## src/rtl/uart_pkg.sv

```systemverilog
// Shared UART definitions for the transmitter and the future receiver:
// FSM state encoding, parity mode encodings and the parity helper.
package uart_pkg;

    typedef enum logic [2:0] {
        IDLE   = 3'd0,
        START  = 3'd1,
        DATA   = 3'd2,
        PARITY = 3'd3,
        STOP   = 3'd4
    } uart_state_e;

    localparam int PARITY_NONE   = 0;
    localparam int PARITY_ODD    = 1;
    localparam int PARITY_EVEN   = 2;
    localparam int MAX_DATA_BITS = 9;

    // Words are zero-extended to MAX_DATA_BITS, so the padding never changes the result.
    function automatic logic calc_parity(input logic [MAX_DATA_BITS-1:0] word, input int mode);
        logic p;
        p = 1'b0;
        if (mode == PARITY_ODD) begin
            p = ~^word;
        end else if (mode == PARITY_EVEN) begin
            p = ^word;
        end
        return p;
    endfunction

endpackage

```

## src/rtl/uart_tx_param_if.sv

```systemverilog
// Word handshake plus serial line and status of the UART transmitter.
// master = register/DMA side driving words in, slave = the transmitter.
interface uart_tx_param_if #(
    parameter int DATA_BITS = 8
);
    logic [DATA_BITS-1:0] i_send_data;
    logic                 i_send_data_valid;
    logic                 o_send_data_ready;
    logic                 uart_tx;
    logic                 uart_busy;
    logic                 o_frame_done;

    modport master (
        output i_send_data,
        output i_send_data_valid,
        input  o_send_data_ready,
        input  uart_tx,
        input  uart_busy,
        input  o_frame_done
    );

    modport slave (
        input  i_send_data,
        input  i_send_data_valid,
        output o_send_data_ready,
        output uart_tx,
        output uart_busy,
        output o_frame_done
    );
endinterface

```

## src/rtl/uart_tx_fifo.sv

```systemverilog
// Synchronous FIFO for queued transmit words; read data is the head entry (show-ahead).
// Push is dropped when full and pop when empty; reset flushes the pointers.
module uart_tx_fifo #(
    parameter int WIDTH = 8,
    parameter int DEPTH = 4
) (
    input  logic             sys_clk,
    input  logic             sys_reset,
    input  logic             push,
    input  logic             pop,
    input  logic [WIDTH-1:0] wdata,
    output logic [WIDTH-1:0] rdata,
    output logic             full,
    output logic             empty
);
    localparam int AW = $clog2(DEPTH);

    logic [WIDTH-1:0] mem_q [DEPTH];
    logic [AW:0]      wr_ptr_q, wr_ptr_d;
    logic [AW:0]      rd_ptr_q, rd_ptr_d;
    logic             do_push, do_pop;

    // Pointers carry one extra wrap bit to tell full from empty.
    assign empty = (wr_ptr_q == rd_ptr_q);
    assign full  = (wr_ptr_q[AW] != rd_ptr_q[AW]) && (wr_ptr_q[AW-1:0] == rd_ptr_q[AW-1:0]);
    assign rdata = mem_q[rd_ptr_q[AW-1:0]];

    always_comb begin
        do_push  = push && !full;
        do_pop   = pop && !empty;
        wr_ptr_d = wr_ptr_q;
        rd_ptr_d = rd_ptr_q;
        if (do_push) begin
            wr_ptr_d = wr_ptr_q + 1'b1;
        end
        if (do_pop) begin
            rd_ptr_d = rd_ptr_q + 1'b1;
        end
    end

    always_ff @(posedge sys_clk) begin
        if (sys_reset) begin
            wr_ptr_q <= '0;
            rd_ptr_q <= '0;
        end else begin
            wr_ptr_q <= wr_ptr_d;
            rd_ptr_q <= rd_ptr_d;
        end
    end

    always_ff @(posedge sys_clk) begin
        if (do_push) begin
            mem_q[wr_ptr_q[AW-1:0]] <= wdata;
        end
    end
endmodule

```

## src/rtl/uart_tx_param.sv

```systemverilog
// Parametrised UART transmitter with internal baud divider; optional transmit FIFO under UART_TX_FIFO_EN.
// Start bit on the line 1 cycle after transfer (2 with FIFO); ready only in IDLE/last stop cycle, or while FIFO not full.
module uart_tx_param
    import uart_pkg::*;
#(
    parameter int CLKS_PER_BIT = 16,
    parameter int DATA_BITS    = 8,
    parameter int PARITY_MODE  = 0,
    parameter int STOP_BITS    = 1,
    parameter int FIFO_DEPTH   = 4
) (
    input logic            sys_clk,
    input logic            sys_reset,
    uart_tx_param_if.slave bus
);
    localparam int                CNT_W     = $clog2(CLKS_PER_BIT);
    localparam logic [CNT_W-1:0] BAUD_LAST = CNT_W'(CLKS_PER_BIT - 1);
    localparam logic [3:0]       DATA_LAST = 4'(DATA_BITS - 1);
    localparam logic [3:0]       STOP_LAST = 4'(STOP_BITS - 1);

    if (CLKS_PER_BIT < 2 || DATA_BITS < 5 || DATA_BITS > MAX_DATA_BITS ||
        PARITY_MODE < PARITY_NONE || PARITY_MODE > PARITY_EVEN ||
        STOP_BITS < 1 || STOP_BITS > 2 ||
        FIFO_DEPTH < 2 || (FIFO_DEPTH & (FIFO_DEPTH - 1)) != 0) begin : g_bad_cfg
        $error("uart_tx_param: illegal parameter set");
    end

    uart_state_e              state_q, state_d;
    logic [CNT_W-1:0]         baud_q, baud_d;
    logic [3:0]               bit_q, bit_d;
    logic [MAX_DATA_BITS-1:0] word_q, word_d;
    logic                     tx_q, tx_d;
    logic                     done_q, done_d;

    logic                     bit_end, last_stop, can_take, take, transfer;
    logic                     word_avail, pending, par_bit;
    logic [MAX_DATA_BITS-1:0] next_word;

    assign bit_end   = (baud_q == BAUD_LAST);
    assign last_stop = (state_q == STOP) && bit_end && (bit_q == STOP_LAST);
    assign can_take  = ((state_q == IDLE) || last_stop) && !sys_reset;
    assign transfer  = bus.i_send_data_valid && bus.o_send_data_ready;
    assign take      = can_take && word_avail;
    assign par_bit   = calc_parity(word_q, PARITY_MODE);

`ifdef UART_TX_FIFO_EN
    logic                 fifo_full, fifo_empty;
    logic [DATA_BITS-1:0] fifo_rdata;

    uart_tx_fifo #(
        .WIDTH (DATA_BITS),
        .DEPTH (FIFO_DEPTH)
    ) u_fifo (
        .sys_clk   (sys_clk),
        .sys_reset (sys_reset),
        .push      (transfer),
        .pop       (take),
        .wdata     (bus.i_send_data),
        .rdata     (fifo_rdata),
        .full      (fifo_full),
        .empty     (fifo_empty)
    );

    assign bus.o_send_data_ready = !fifo_full && !sys_reset;
    assign word_avail            = !fifo_empty;
    assign next_word             = MAX_DATA_BITS'(fifo_rdata);
    assign pending               = !fifo_empty;
`else
    // Without storage the FSM takes the word straight off the bus.
    assign bus.o_send_data_ready = can_take;
    assign word_avail            = bus.i_send_data_valid;
    assign next_word             = MAX_DATA_BITS'(bus.i_send_data);
    assign pending               = 1'b0;
`endif

    always_comb begin
        state_d = state_q;
        baud_d  = ((state_q == IDLE) || bit_end) ? '0 : baud_q + 1'b1;
        bit_d   = bit_q;
        word_d  = word_q;
        done_d  = 1'b0;
        tx_d    = 1'b1;
        case (state_q)
            IDLE: begin
                if (take) begin
                    state_d = START;
                    word_d  = next_word;
                end
            end
            START: begin
                tx_d = 1'b0;
                if (bit_end) begin
                    state_d = DATA;
                    bit_d   = '0;
                end
            end
            DATA: begin
                tx_d = word_q[bit_q];
                if (bit_end) begin
                    if (bit_q == DATA_LAST) begin
                        bit_d   = '0;
                        state_d = (PARITY_MODE != PARITY_NONE) ? PARITY : STOP;
                    end else begin
                        bit_d = bit_q + 1'b1;
                    end
                end
            end
            PARITY: begin
                tx_d = par_bit;
                if (bit_end) begin
                    state_d = STOP;
                    bit_d   = '0;
                end
            end
            STOP: begin
                if (bit_end) begin
                    if (bit_q == STOP_LAST) begin
                        done_d  = 1'b1;
                        bit_d   = '0;
                        state_d = take ? START : IDLE;
                        if (take) begin
                            word_d = next_word;
                        end
                    end else begin
                        bit_d = bit_q + 1'b1;
                    end
                end
            end
            default: state_d = IDLE;
        endcase
    end

    // The line and done pulse are registered, so both trail the FSM by one cycle and stay aligned.
    always_ff @(posedge sys_clk) begin
        if (sys_reset) begin
            state_q <= IDLE;
            baud_q  <= '0;
            bit_q   <= '0;
            word_q  <= '0;
            tx_q    <= 1'b1;
            done_q  <= 1'b0;
        end else begin
            state_q <= state_d;
            baud_q  <= baud_d;
            bit_q   <= bit_d;
            word_q  <= word_d;
            tx_q    <= tx_d;
            done_q  <= done_d;
        end
    end

    assign bus.uart_tx      = tx_q;
    assign bus.o_frame_done = done_q;
    assign bus.uart_busy    = !sys_reset && ((state_q != IDLE) || pending || transfer);
endmodule
```

## src/flat_wrapper.sv

```systemverilog
// flat-port wrapper written by rule: the top's interface ports become plain ports
module uart_tx_param_flat import uart_pkg::*;
#(
    parameter int CLKS_PER_BIT = 16,
    parameter int DATA_BITS    = 8,
    parameter int PARITY_MODE  = 0,
    parameter int STOP_BITS    = 1,
    parameter int FIFO_DEPTH   = 4
)
  (sys_clk, sys_reset, bus_i_send_data, bus_i_send_data_valid, bus_o_send_data_ready, bus_uart_tx, bus_uart_busy, bus_o_frame_done);
  uart_tx_param_if #(.DATA_BITS(DATA_BITS)) bus_i ();
  input logic sys_clk;
  input logic sys_reset;
  input wire logic [$bits(bus_i.i_send_data)-1:0] bus_i_send_data;
  input wire logic [$bits(bus_i.i_send_data_valid)-1:0] bus_i_send_data_valid;
  output wire logic [$bits(bus_i.o_send_data_ready)-1:0] bus_o_send_data_ready;
  output wire logic [$bits(bus_i.uart_tx)-1:0] bus_uart_tx;
  output wire logic [$bits(bus_i.uart_busy)-1:0] bus_uart_busy;
  output wire logic [$bits(bus_i.o_frame_done)-1:0] bus_o_frame_done;
  assign bus_i.i_send_data = bus_i_send_data;
  assign bus_i.i_send_data_valid = bus_i_send_data_valid;
  assign bus_o_send_data_ready = bus_i.o_send_data_ready;
  assign bus_uart_tx = bus_i.uart_tx;
  assign bus_uart_busy = bus_i.uart_busy;
  assign bus_o_frame_done = bus_i.o_frame_done;
  uart_tx_param #(.CLKS_PER_BIT(CLKS_PER_BIT), .DATA_BITS(DATA_BITS), .PARITY_MODE(PARITY_MODE), .STOP_BITS(STOP_BITS), .FIFO_DEPTH(FIFO_DEPTH)) u_core (.sys_clk(sys_clk), .sys_reset(sys_reset), .bus(bus_i));
endmodule
```

## config.mk

```make
export PLATFORM = sky130hd
export DESIGN_NAME = uart_tx_param_flat
export DESIGN_NICKNAME = d
export VERILOG_FILES = /design/src/rtl/uart_pkg.sv /design/src/rtl/uart_tx_param_if.sv /design/src/rtl/uart_tx_fifo.sv /design/src/rtl/uart_tx_param.sv /design/src/flat_wrapper.sv
export SDC_FILE = /design/constraint.sdc
export NUM_CORES = 1
export LEC_CHECK = 0
export BUFFER_PORTS_ARGS = -buffer_cell sky130_fd_sc_hd__clkbuf_2
export CORE_AREA = 5 5 61 63
export CTS_BUF_LIST = sky130_fd_sc_hd__clkbuf_2
export DETAILED_ROUTE_END_ITERATION = 6
export DIE_AREA = 0 0 66 68
export MAX_ROUTING_LAYER = met4
export SYNTH_ARGS = -nofsm -noshare
export SYNTH_HDL_FRONTEND = slang
export SYNTH_SLANG_ARGS = --single-unit
```

## constraint.sdc

```tcl
create_clock -name sys_clk -period 1.55 [get_ports sys_clk]
set_input_delay 0.31 -clock sys_clk [delete_from_list [all_inputs] [get_ports sys_clk]]
set_output_delay 0.31 -clock sys_clk [all_outputs]
set_load 0.05 [all_outputs]
```

* Yosys cells after proc, flatten, opt, wreduce, memory -nomap -nowiden
Cells that the tools add are included.
** Word-level totals
- Bits in registers :: 22
- Output and inout port bits :: 4
- Logic and storage cells :: 68
** Operators by class
- Add/subtract/negate cells :: 2
- Order comparisons :: 1
- Equality and inequality tests :: 14
- Muxes and demuxes :: 23
- Bitwise operators :: 2
- Reductions and logical operators :: 20
** Operators with widths (count)
- $mux 9 :: 3
- $mux 3 :: 7
- $mux 4 :: 5
- $pmux 9 s2 :: 1
- $pmux 3 s5 :: 1
- $ne 2x1->1 const B :: 7
- $pmux 4 s3 :: 1
- $add 4x1->4 const B :: 2
- $reduce_and 7->1 :: 1
- $eq 3x2->1 const B :: 2
- $reduce_bool 3->1 :: 2
- $logic_and 1x1->1 :: 5
- $lt 4x5->1 const B :: 1
- $bmux 1 s4 :: 1
- $eq 4x3->1 const B :: 1
- $eq 4x4->1 const B :: 1
- $logic_not 4->1 :: 1
- $reduce_and 4->1 :: 1
- $reduce_or 2->1 :: 2
- $eq 3x1->1 const B :: 1
- $eq 3x3->1 const B :: 1
- $logic_not 3->1 :: 1
- $logic_or 1x1->1 :: 3
- $mux 1 :: 3
- 7 further kinds :: 8

* Logic depth before layout (Yosys ltp)
Gate-level depths: netlist (run 1).
- Depth in word-level cells :: 10
- Mapped depth :: 7
- Gate-level depth less buffers :: 6

* Worst setup path before layout (run 1)
OpenSTA, ideal clock, no wires.
- Path kind :: reg-to-output
- Start :: register u_core.bit_q[0]
- End :: output bus_o_send_data_ready
- Data arrival time :: 1659 ps
- Path slack :: -419 ps
- Stages on the path, launching flop included :: 7
- Path buffers :: 1
- Cells stage by stage :: dfxtp_1 > inv_1 > ha_1 > or3b_1 > o21ai_2 > buf_4 > and2_1
** On the way
- Cells in the longest elaborated chain, start to end :: 4
** Ends and longest elaborated chain
- start: declaration :: line uart_tx_param.sv:30 : logic [3:0] bit_q, bit_d;
- start signal: assignment :: line uart_tx_param.sv:145 : bit_q <= bit_d;
- $logic_not 4->1 :: line uart_tx_param.sv:40 : assign last_stop = (state_q == STOP) && bit_end && (bit_q == STOP_LAST);
- $logic_and 1x1->1 :: line uart_tx_param.sv:40
- $logic_or 1x1->1 :: line uart_tx_param.sv:41 : assign can_take = ((state_q == IDLE) || last_stop) && !sys_reset;
- $logic_and 1x1->1 :: line uart_tx_param.sv:41
- end: declaration :: line flat_wrapper.sv:16 : output wire logic [$bits(bus_i.o_send_data_ready)-1:0] bus_o_send_data_ready;
No other way between the ends.

* Worst setup path in the final report (run 1)
Same ends and word-level chain as after synthesis.

==> out/qor.yml, run 1 <==
clock_network:
  numCtsBuffers: 3
  insertion_delay_ns: 0.33
  cts-root-buf: "clkbuf_2"
  cts_sinks: 21
  cts.clk_slew.worst_paths_ns: 0.23
  cts_max_level: 1
  cts_max_path_buffers: 2
  cts_tree: "built"
  holdBufCountCts: 0
sta:
  fin_crit_sh_pct: 129
  report.final.hold_viol_count: 0
  max_freq_mhz: 500
  rsz0062_at_grt: "true"
  worst_hold_slack_ns: 0.177
  setup_ws_ns: -0.449
  setup_violations: 10
  fin_tns_setup_ns: -0.837
  finalMaxSlewViolations: 0
  max_slew_margin_pct: 77.0
  tightest_slew_ns: 0.343
  clock_skew_ns: 0.0178
  fin_crit_ns: 2.00
synth:
  syn_area_um2: 1110
  synth_nets: 136
  synth_edf_count: 0
  synth_top_cells_by_count: "dfxtp_1, nor2_1, nand3_1, o21ai_2, nand2b_1"
  yosys.area.top_type: "dfxtp_1"
  syn_inst: 122
  synth.avg_cell_area_um2: 9.10
  yosysWarningCount: 0
  async_reset_ff_share_pct: 0
  yosysMostFrequentCell: "dfxtp_1"
  synthFlopType: "dfxtp_1"
  synth_area_leaders: "dfxtp_1, o21ai_2, nand2b_1"
  yosysSeqAreaShare_pct: 37.9
  synthDistinctLibCells: 40
  ys_ff_latch: 21
  synth_top_area_share_pct: 37.9
final_layout:
  postLayoutCellArea_um2: 1470
  nets: 170
  drive_gt1_share_pct: 45.8
  antenna_cells: 0
  syn2layout_area_growth_pct: 32.1
  fillers: 309
floorplanning:
  dieWidth_um: 66
  boundaryPins: 15
  row_count: 21
  design.die.area_um2: 4490
  die_height_um: 68
  coreArea_um2: 3180
  start_util_pct: 34.9
setup_path:
  r2r_slack_ns: -0.06
  crit_path_start_kind: "register"
  critPathKind: "register to primary output"
  cp.arrival_ns: 1.69
  worstPathRequired_ns: 1.24
  path_max_fanout: 2
  cp-end-kind: "primary output"
grt:
  grt-ovfl-total: 0
  grt_pass1_vias: 1010
  grt_first_pass_wirelength_um: 4300
  grt_use_total_pct: 12.6
  grt_max_degree: 16
  antenna_found_initial: 0
power_and_ir_drop:
  cellLeakagePower_nw: 0.579
  vdd_ir_drop_max_uv: 479
  power.density_nw_per_um2: 673
detailed_routing:
  vias: 972
  drt_wl_total_um: 2470
  drt_iter0_markers: 27
  wl_per_cell_um: 12.3
  viasPerCell: 4.84
  drc: 0
  detail-route-antenna-nets: 0
  drt_pass1_iterations: 4
place:
  place.gp.congestion: 0.801
  hpwl_um: 1840
  dpl_cell_area_um2: 1350
  io_buffers: 14
flow_run:
  maxCapViolCount: 0
min_path:
  min_path_type: "primary input to register"
status:
  status: "finished, violations left"
  failed_checks: "negative setup slack"
-- cells in the final DEF (no fill, tap or decap), types with 2 or more instances in the layout --
cell type / instances
a21o_1: 2
a21oi_1: 5
and2_4: 2
buf_4: 19
buf_6: 3
clkbuf_2: 15
dfxtp_1: 16
dfxtp_2: 5
inv_1: 5
inv_2: 2
mux4_2: 2
nand2_1: 4
nand2b_1: 8
nand3_1: 8
nand3b_1: 2
nand4b_1: 4
nor2_1: 10
nor3_1: 4
o21ai_2: 9
-- registers in the layout, summed over array words and instances (netlist names) --
name and count:
u_core.word_q 8, u_core.bus.o_frame_done 1, u_core.baud_q 4, u_core.state_q 3, u_core.bit_q 4, u_core.bus.uart_tx 1
-- final cells by class --
type | count | area, µm² | share of cell area (%)
Multi-Input combinational cell | 87 | 662 | 45.1
Sequential cell | 21 | 427 | 29.1
Timing Repair Buffer | 36 | 272 | 18.5
Tap cell | 46 | 57.6 | 3.92
Inverter | 7 | 26.3 | 1.79
Clock buffer | 3 | 15.0 | 1.02
Clock inverter | 1 | 7.51 | 0.512
-- per-layer routing --
metal,GRT usage [%],vias up,wire length [µm]
met2,22.3,17,1280
li1,-,495,-
met5,-,-,0
met3,2.79,2,99
met4,4.31,0,12
met1,14.1,458,1090
-- worst max-delay path, stage by stage, from the launching register on --
cell     delay (ns)
dfxtp_2        0.37
inv_2          0.07
ha_4           0.12
or3b_4         0.38
o21ai_2        0.14
and2_4         0.17
buf_12         0.13
-- metrics by stage --
step	instances	setup slack [ns]	utilization, %	total power, mW
CTS	199	-0.480	45.3	0.995
detailed placement	193	-0.106	42.3	0.731
floorplan	122	-0.223	-	0.682
global route	201	-0.526	46.1	1.04
finish	201	-0.449	46.1	0.986
global placement	193	-0.0811	42.3	0.729
-- where the power goes --
group	internal (mW)	total [mW]	switching, mW
logic	0.0872	0.174	0.0869
registers	0.561	0.570	0.00948
clock network	0.0600	0.242	0.182
-- cells by family after synthesis --
| kind of cell | share of synthesized area [%] |
|---|---|
| AO/OA/AOI/OAI | 17.6 |
| XOR/XNOR | 1.58 |
| adder cells (fa/ha/maj) | 3.38 |
| buffers and inverters | 6.65 |
| flip-flops | 37.9 |
| multiplexers | 4.96 |
| AND/OR/NAND/NOR | 28.0 |
-- path summary, 6_finish.rpt --
check,startpoint,end,depth (start not counted)
max,u_core.bit_q[0],bus_o_send_data_ready,6
min,bus_i_send_data[5],u_core.word_q[5],3
max reg2reg,u_core.bit_q[0],u_core.word_q[0],8
min reg2reg,u_core.baud_q[0],u_core.baud_q[0],1
-- repair_timing --
| item | CTS | global route |
|---|---|---|
| setup endpoints to repair | 11 | 12 |
| pin swaps | 13 | 3 |
| setup buffers | 3 | 2 |
| hold endpoints to repair | 0 | 0 |
| resized for setup | 19 | 4 |
Power figures use the tool's default switching activity.
==> run 2: changes to the inputs <==
- TNS_END_PERCENT: default -> 10
==> run 2 against run 1 <==
The run still ends with negative setup slack left. Clock power is essentially flat. Clock skew down 0.0034 ns. Sequential power about the same.
==> out/qor.yml, run 2 (synthesized netlist as in run 1, its figures left out) <==
floorplanning:
  start_util_pct: 34.9  # unchanged
  row_count: 21  # unchanged
  boundaryPins: 15  # unchanged
  die_height_um: 68  # unchanged
  design.die.area_um2: 4490  # unchanged
  coreArea_um2: 3180  # unchanged
  dieWidth_um: 66  # unchanged
sta:
  fin_crit_ns: 1.99  # -0.00728 ns
  clock_skew_ns: 0.0144  # -0.00338 ns
  max_freq_mhz: 502  # +0.37%
  worst_hold_slack_ns: 0.182  # +0.00467 ns
  fin_tns_setup_ns: -2.72  # -1.89 ns
  rsz0062_at_grt: "true"
  finalMaxSlewViolations: 0  # unchanged
  max_slew_margin_pct: 79.7  # +2.7 points
  setup_violations: 12  # +2
  setup_ws_ns: -0.442  # +0.00728 ns
  report.final.hold_viol_count: 0  # unchanged
  fin_crit_sh_pct: 129  # -0.47 points
  tightest_slew_ns: 0.304  # -0.0390 ns
min_path:
  holdPathStages: 3  # unchanged
  min_path_type: "primary input to register"
status:
  failed_checks: "negative setup slack"
  status: "finished, violations left"
clock_network:
  holdBufCountCts: 0  # unchanged
  cts_max_level: 1  # unchanged
  cts_max_path_buffers: 2  # unchanged
  cts.clk_slew.worst_paths_ns: 0.22  # about the same
  cts-root-buf: "clkbuf_2"
  cts_tree: "built"
  cts_sinks: 21  # unchanged
  insertion_delay_ns: 0.33  # about the same
  numCtsBuffers: 3  # unchanged
setup_path:
  cp-end-kind: "primary output"
  cp_cell_sequence: "inv_2 > ha_4 > or3b_4 > o21ai_2 > and2_4 > buf_12"
  critPathMaxStageDelay_ns: 0.38  # about the same
  path_buf_inv: 2  # unchanged
  worstPathRequired_ns: 1.24  # about the same
  crit_cells: 6  # unchanged
  path_max_fanout: 2  # unchanged
  cp_top_family: "simple AND/OR/NAND/NOR gates"
  crit_path_start_kind: "register"
  reg2regPathDepth: 10  # +2
  cpMaxStageDelayCell: "or3b_4"
  cp.arrival_ns: 1.68  # about the same
  critPathKind: "register to primary output"
final_layout:
  mostFrequentLayoutCells: "buf_4, dfxtp_1, clkbuf_2, nor2_1"
  largest_reg_flops: 8  # unchanged
  reg.largest.list: "u_core.word_q (8), u_core.baud_q (4), u_core.bit_q (4)"
  nets: 169  # -0.59%
  regMostFlops: "u_core.word_q"
  drive_gt1_share_pct: 41.6  # -4.2 points
  syn2layout_area_growth_pct: 29.1
  antenna_cells: 0  # unchanged
  final_common_cell: "buf_4"
grt:
  grt_first_pass_wirelength_um: 4280  # -0.33%
  grt_use_total_pct: 12.5  # -0.11 points
  grt_max_degree: 16  # unchanged
  grt-ovfl-total: 0  # unchanged
  grt_pass1_vias: 1008  # -0.20%
  antenna_found_initial: 0  # unchanged
flow_run:
  maxCapViolCount: 0  # unchanged
power_and_ir_drop:
  power.density_nw_per_um2: 675  # +0.33%
  vdd_ir_drop_max_uv: 479  # about the same
  power.total_uw: 967  # -2.0%
  cellLeakagePower_nw: 0.565  # -2.5%
place:
  post-place-ws_ns: -0.106  # unchanged
  place.gp.congestion: 0.801  # unchanged
  hpwl_um: 1840  # unchanged
  io_buffers: 14  # unchanged
detailed_routing:
  vias: 981  # +0.93%
  detail-route-antenna-nets: 0  # unchanged
  drc: 0  # unchanged
  viasPerCell: 4.91  # +1.4%
  drt_wl_total_um: 2480  # +0.20%
  wl_per_cell_um: 12.4  # +0.70%
  drt_pass1_iterations: 4  # unchanged
  drt_iter0_markers: 16  # -41%
[run 2: cell count changes in the layout (fill, tap and decap cells not counted), sizes merged]
| cell | before | now |
|---|---|---|
| buf | 24 | 22 |
| clkbuf | 15 | 16 |
[run 2: worst min-delay path, delay by kind of cell]
| kind | cells | cell delay [ns] |
|---|---|---|
| buffers and inverters | 1 | 0.08 |
| AND/OR/NAND/NOR | 1 | 0.07 |
| AO/OA/AOI/OAI | 1 | 0.05 |
[run 2: power by group]
part / internal, mW / switching [mW]
logic: 0.0725 / 0.0844
clock network: 0.0600 / 0.180
registers: 0.560 / 0.00958
total: 0.693 / 0.274
[run 2: repair_timing]
item	in CTS	in global routing
hold endpoints to repair	0	0
gates resized for setup	10	4
pin swaps	2	2
setup buffers	1	2
gates cloned	0	0
setup endpoints to repair	11	14
[run 2: metrics by stage]
| step | instances | util [%] | instance area, µm² |
|---|---|---|---|
| after floorplan | 122 | - | 1120 |
| after global placement | 193 | 42.3 | 1350 |
| after detailed placement | 193 | 42.3 | 1350 |
| after CTS | 198 | 44.1 | 1400 |
| after global routing | 200 | 45.1 | 1430 |
| final | 200 | 45.1 | 1430 |
[run 2: worst paths after layout]
path	end	slack [ns]	start
max	bus_o_send_data_ready	-0.44	u_core.bit_q[0]
min	u_core.word_q[5]	0.18	bus_i_send_data[5]
max reg2reg	u_core.word_q[0]	-0.25	u_core.bit_q[0]
min reg2reg	u_core.baud_q[0]	0.43	u_core.baud_q[0]
[run 2: routing by layer]
| layer | vias to the layer above | wire length, µm | GRT usage (%) |
|---|---|---|---|
| li1 | 496 | - | - |
| met1 | 459 | 1070 | 13.7 |
| met2 | 24 | 1280 | 21.9 |
| met3 | 2 | 107 | 2.96 |
| met4 | 0 | 12 | 5.08 |
| met5 | - | 0 | - |
[run 2: final cells by class]
| cell class | instances | area (µm²) |
|---|---|---|
| Timing Repair Buffer | 35 | 249 |
| Fill cell | 317 | 1750 |
| Multi-Input combinational cell | 87 | 653 |
| Sequential cell | 21 | 424 |
| Tap cell | 46 | 57.6 |
| Inverter | 7 | 26.3 |
| Clock buffer | 3 | 15.0 |
| Clock inverter | 1 | 7.51 |
==> run 3: changes to the inputs <==
- CORE_AREA: 5 5 61 63 -> 5 5 59 66
- DIE_AREA: 0 0 66 68 -> 0 0 64 71
==> run 3 against run 2 <==
The run still ends with negative setup slack left. Combinational power rose by 4%. Worst setup slack worse by 0.035 ns. Sequential power about the same. Utilization down 0.46 points. Critical path depth unchanged. Register-to-register slack improved by 0.02 ns. Critical path type unchanged. Largest cell class unchanged. Largest power group unchanged.
==> out/qor.yml, run 3 (synthesized netlist as in run 1, its figures left out) <==
sta:
  tightest_slew_ns: 0.345  # +0.0408 ns
  max_slew_margin_pct: 77.0  # -2.8 points
  fin_tns_setup_ns: -2.83  # -0.107 ns
  finalMaxSlewViolations: 0  # unchanged
  setup_ws_ns: -0.477  # -0.0348 ns
  fin_crit_ns: 2.03  # +0.0348 ns
  fin_crit_sh_pct: 131  # +2.2 points
  max_freq_mhz: 493  # -1.7%
  setup_violations: 12  # unchanged
  clock_skew_ns: 0.00318  # -0.0112 ns
  report.final.hold_viol_count: 0  # unchanged
  rsz0062_at_grt: "true"
setup_path:
  r2r_end: "u_core.word_q[3]"
  critPathKind: "register to primary output"
  r2r_slack_ns: -0.23  # +0.02 ns
  worstPathRequired_ns: 1.24  # about the same
  path_max_fanout: 2  # unchanged
  cp.arrival_ns: 1.72  # +0.04 ns
  r2r-start: "u_core.bit_q[0]"
  crit_path_start_kind: "register"
  reg2regPathDepth: 10  # unchanged
  cp-end-kind: "primary output"
detailed_routing:
  detail-route-antenna-nets: 0  # unchanged
  drt_pass1_iterations: 4  # unchanged
  viasPerCell: 5.25  # +7.1%
  drt_wl_total_um: 2650  # +7.1%
  wl_per_cell_um: 13.9  # +12%
  drc: 0  # unchanged
  vias: 1003  # +2.2%
  drt_iter0_markers: 25  # +9
status:
  status: "finished, violations left"
  failed_checks: "negative setup slack"
power_and_ir_drop:
  vdd_ir_drop_max_uv: 423  # -12%
  cellLeakagePower_nw: 0.583  # +3.2%
  power.density_nw_per_um2: 676  # +0.15%
  power.total_uw: 971  # +0.41%
final_layout:
  fillers: 313  # -1.3%
  largest_reg_flops: 8  # unchanged
  syn2layout_area_growth_pct: 29.4
  reg.largest.list: "u_core.word_q (8), u_core.baud_q (4), u_core.bit_q (4)"
  regMostFlops: "u_core.word_q"
  postLayoutCellArea_um2: 1440  # +0.26%
  final_common_cell: "buf_4"
  register_area_um2: 425  # +0.29%
  multiInputGateArea_um2: 643  # -1.5%
  nets: 170  # +0.59%
  antenna_cells: 0  # unchanged
  mostFrequentLayoutCells: "buf_4, dfxtp_1, clkbuf_2, nor2_1"
  drive_gt1_share_pct: 43.2  # +1.7 points
flow_run:
  maxCapViolCount: 0  # unchanged
clock_network:
  cts_sinks: 21  # unchanged
  cts_tree: "built"
  cts_max_level: 1  # unchanged
  insertion_delay_ns: 0.33  # about the same
  cts.clk_slew.worst_paths_ns: 0.21  # about the same
  cts_max_path_buffers: 2  # unchanged
  numCtsBuffers: 3  # unchanged
  cts-root-buf: "clkbuf_2"
min_path:
  min_path_type: "primary input to register"
  holdPathStages: 3  # unchanged
  whs_endpoint: "u_core.word_q[5]"
  hold_start: "bus_i_send_data[5]"
floorplanning:
  start_util_pct: 34.5  # -0.45 points
  row_count: 22  # +4.8%
  die_height_um: 71  # +4.4%
  dieWidth_um: 64  # -3.0%
  design.die.area_um2: 4540  # +1.2%
  boundaryPins: 15  # unchanged
  coreArea_um2: 3220  # +1.3%
place:
  hpwl_um: 2030  # +10%
  place.gp.congestion: 0.915  # +14%
  dpl_cell_area_um2: 1350  # unchanged
  post-place-ws_ns: -0.160  # -0.0534 ns
  io_buffers: 14  # unchanged
grt:
  grt_max_degree: 13  # -3
  antenna_found_initial: 0  # unchanged
  grt-ovfl-total: 0  # unchanged
  grt_pass1_vias: 1026  # +1.8%
  grt_first_pass_wirelength_um: 4570  # +6.6%
  grt_use_total_pct: 13.1  # +0.57 points
==> run 3: worst max-delay path: stages, from the launching register on <==
cell	delay, ns
dfxtp_2	0.37
inv_2	0.07
ha_4	0.12
or3b_4	0.37
o21ai_2	0.15
and2_4	0.17
buf_12	0.13
==> run 3: stage by stage <==
step	cells	hold WS [ns]	util (%)
floorplan	122	0.418	-
global placement	183	0.425	41.8
detailed placement	183	0.443	41.8
CTS	190	0.169	44.1
global route	191	0.158	44.6
finish	191	0.188	44.6
==> run 3: per-layer routing <==
| metal | global-route usage, % | routed length, µm | vias up |
|---|---|---|---|
| li1 | - | - | 496 |
| met1 | 14.9 | 1160 | 479 |
| met2 | 21.2 | 1320 | 22 |
| met3 | 2.70 | 95 | 6 |
| met4 | 6.93 | 68 | 0 |
| met5 | - | 0 | - |
==> run 3: area by class of cell <==
| class | count | area share [%] |
|---|---|---|
| clock buffer | 3 | 1.05 |
| clock inverter | 1 | 0.348 |
| inverter | 7 | 1.83 |
| multi-input combinational | 87 | 44.8 |
| sequential | 21 | 29.6 |
| tap | 36 | 3.14 |
| timing repair buffer | 36 | 19.3 |
==> run 3: how the worst max path moves through the flow <==
stage,startpoint,to,slack [ns]
final,u_core.bit_q[0],bus_o_send_data_ready,-0.48
after global routing,u_core.bit_q[0],bus_o_send_data_ready,-0.58
after CTS,u_core.bit_q[1],bus_o_send_data_ready,-0.50
after detailed placement,u_core.bit_q[0],bus_o_send_data_ready,-0.16
after global placement,u_core.bit_q[0],bus_o_send_data_ready,-0.13
after floorplan,u_core.bit_q[0],bus_o_send_data_ready,-0.22
==> run 3: report_power, final <==
| group | switching (mW) | internal (mW) | leakage (nW) |
|---|---|---|---|
| Combinational | 0.0863 | 0.0767 | 0.394 |
| Sequential | 0.00928 | 0.560 | 0.173 |
| Clock | 0.180 | 0.0585 | 0.0164 |
| Total | 0.275 | 0.696 | 0.583 |
==> run 3: timing repair <==
item / 4_1_cts / 5_1_grt
gates resized for setup: 12 / 4
hold buffers: 0 / 0
pin swaps: 12 / 1
endpoints found under the setup margin: 12 / 17
buffers inserted: 3 / 1
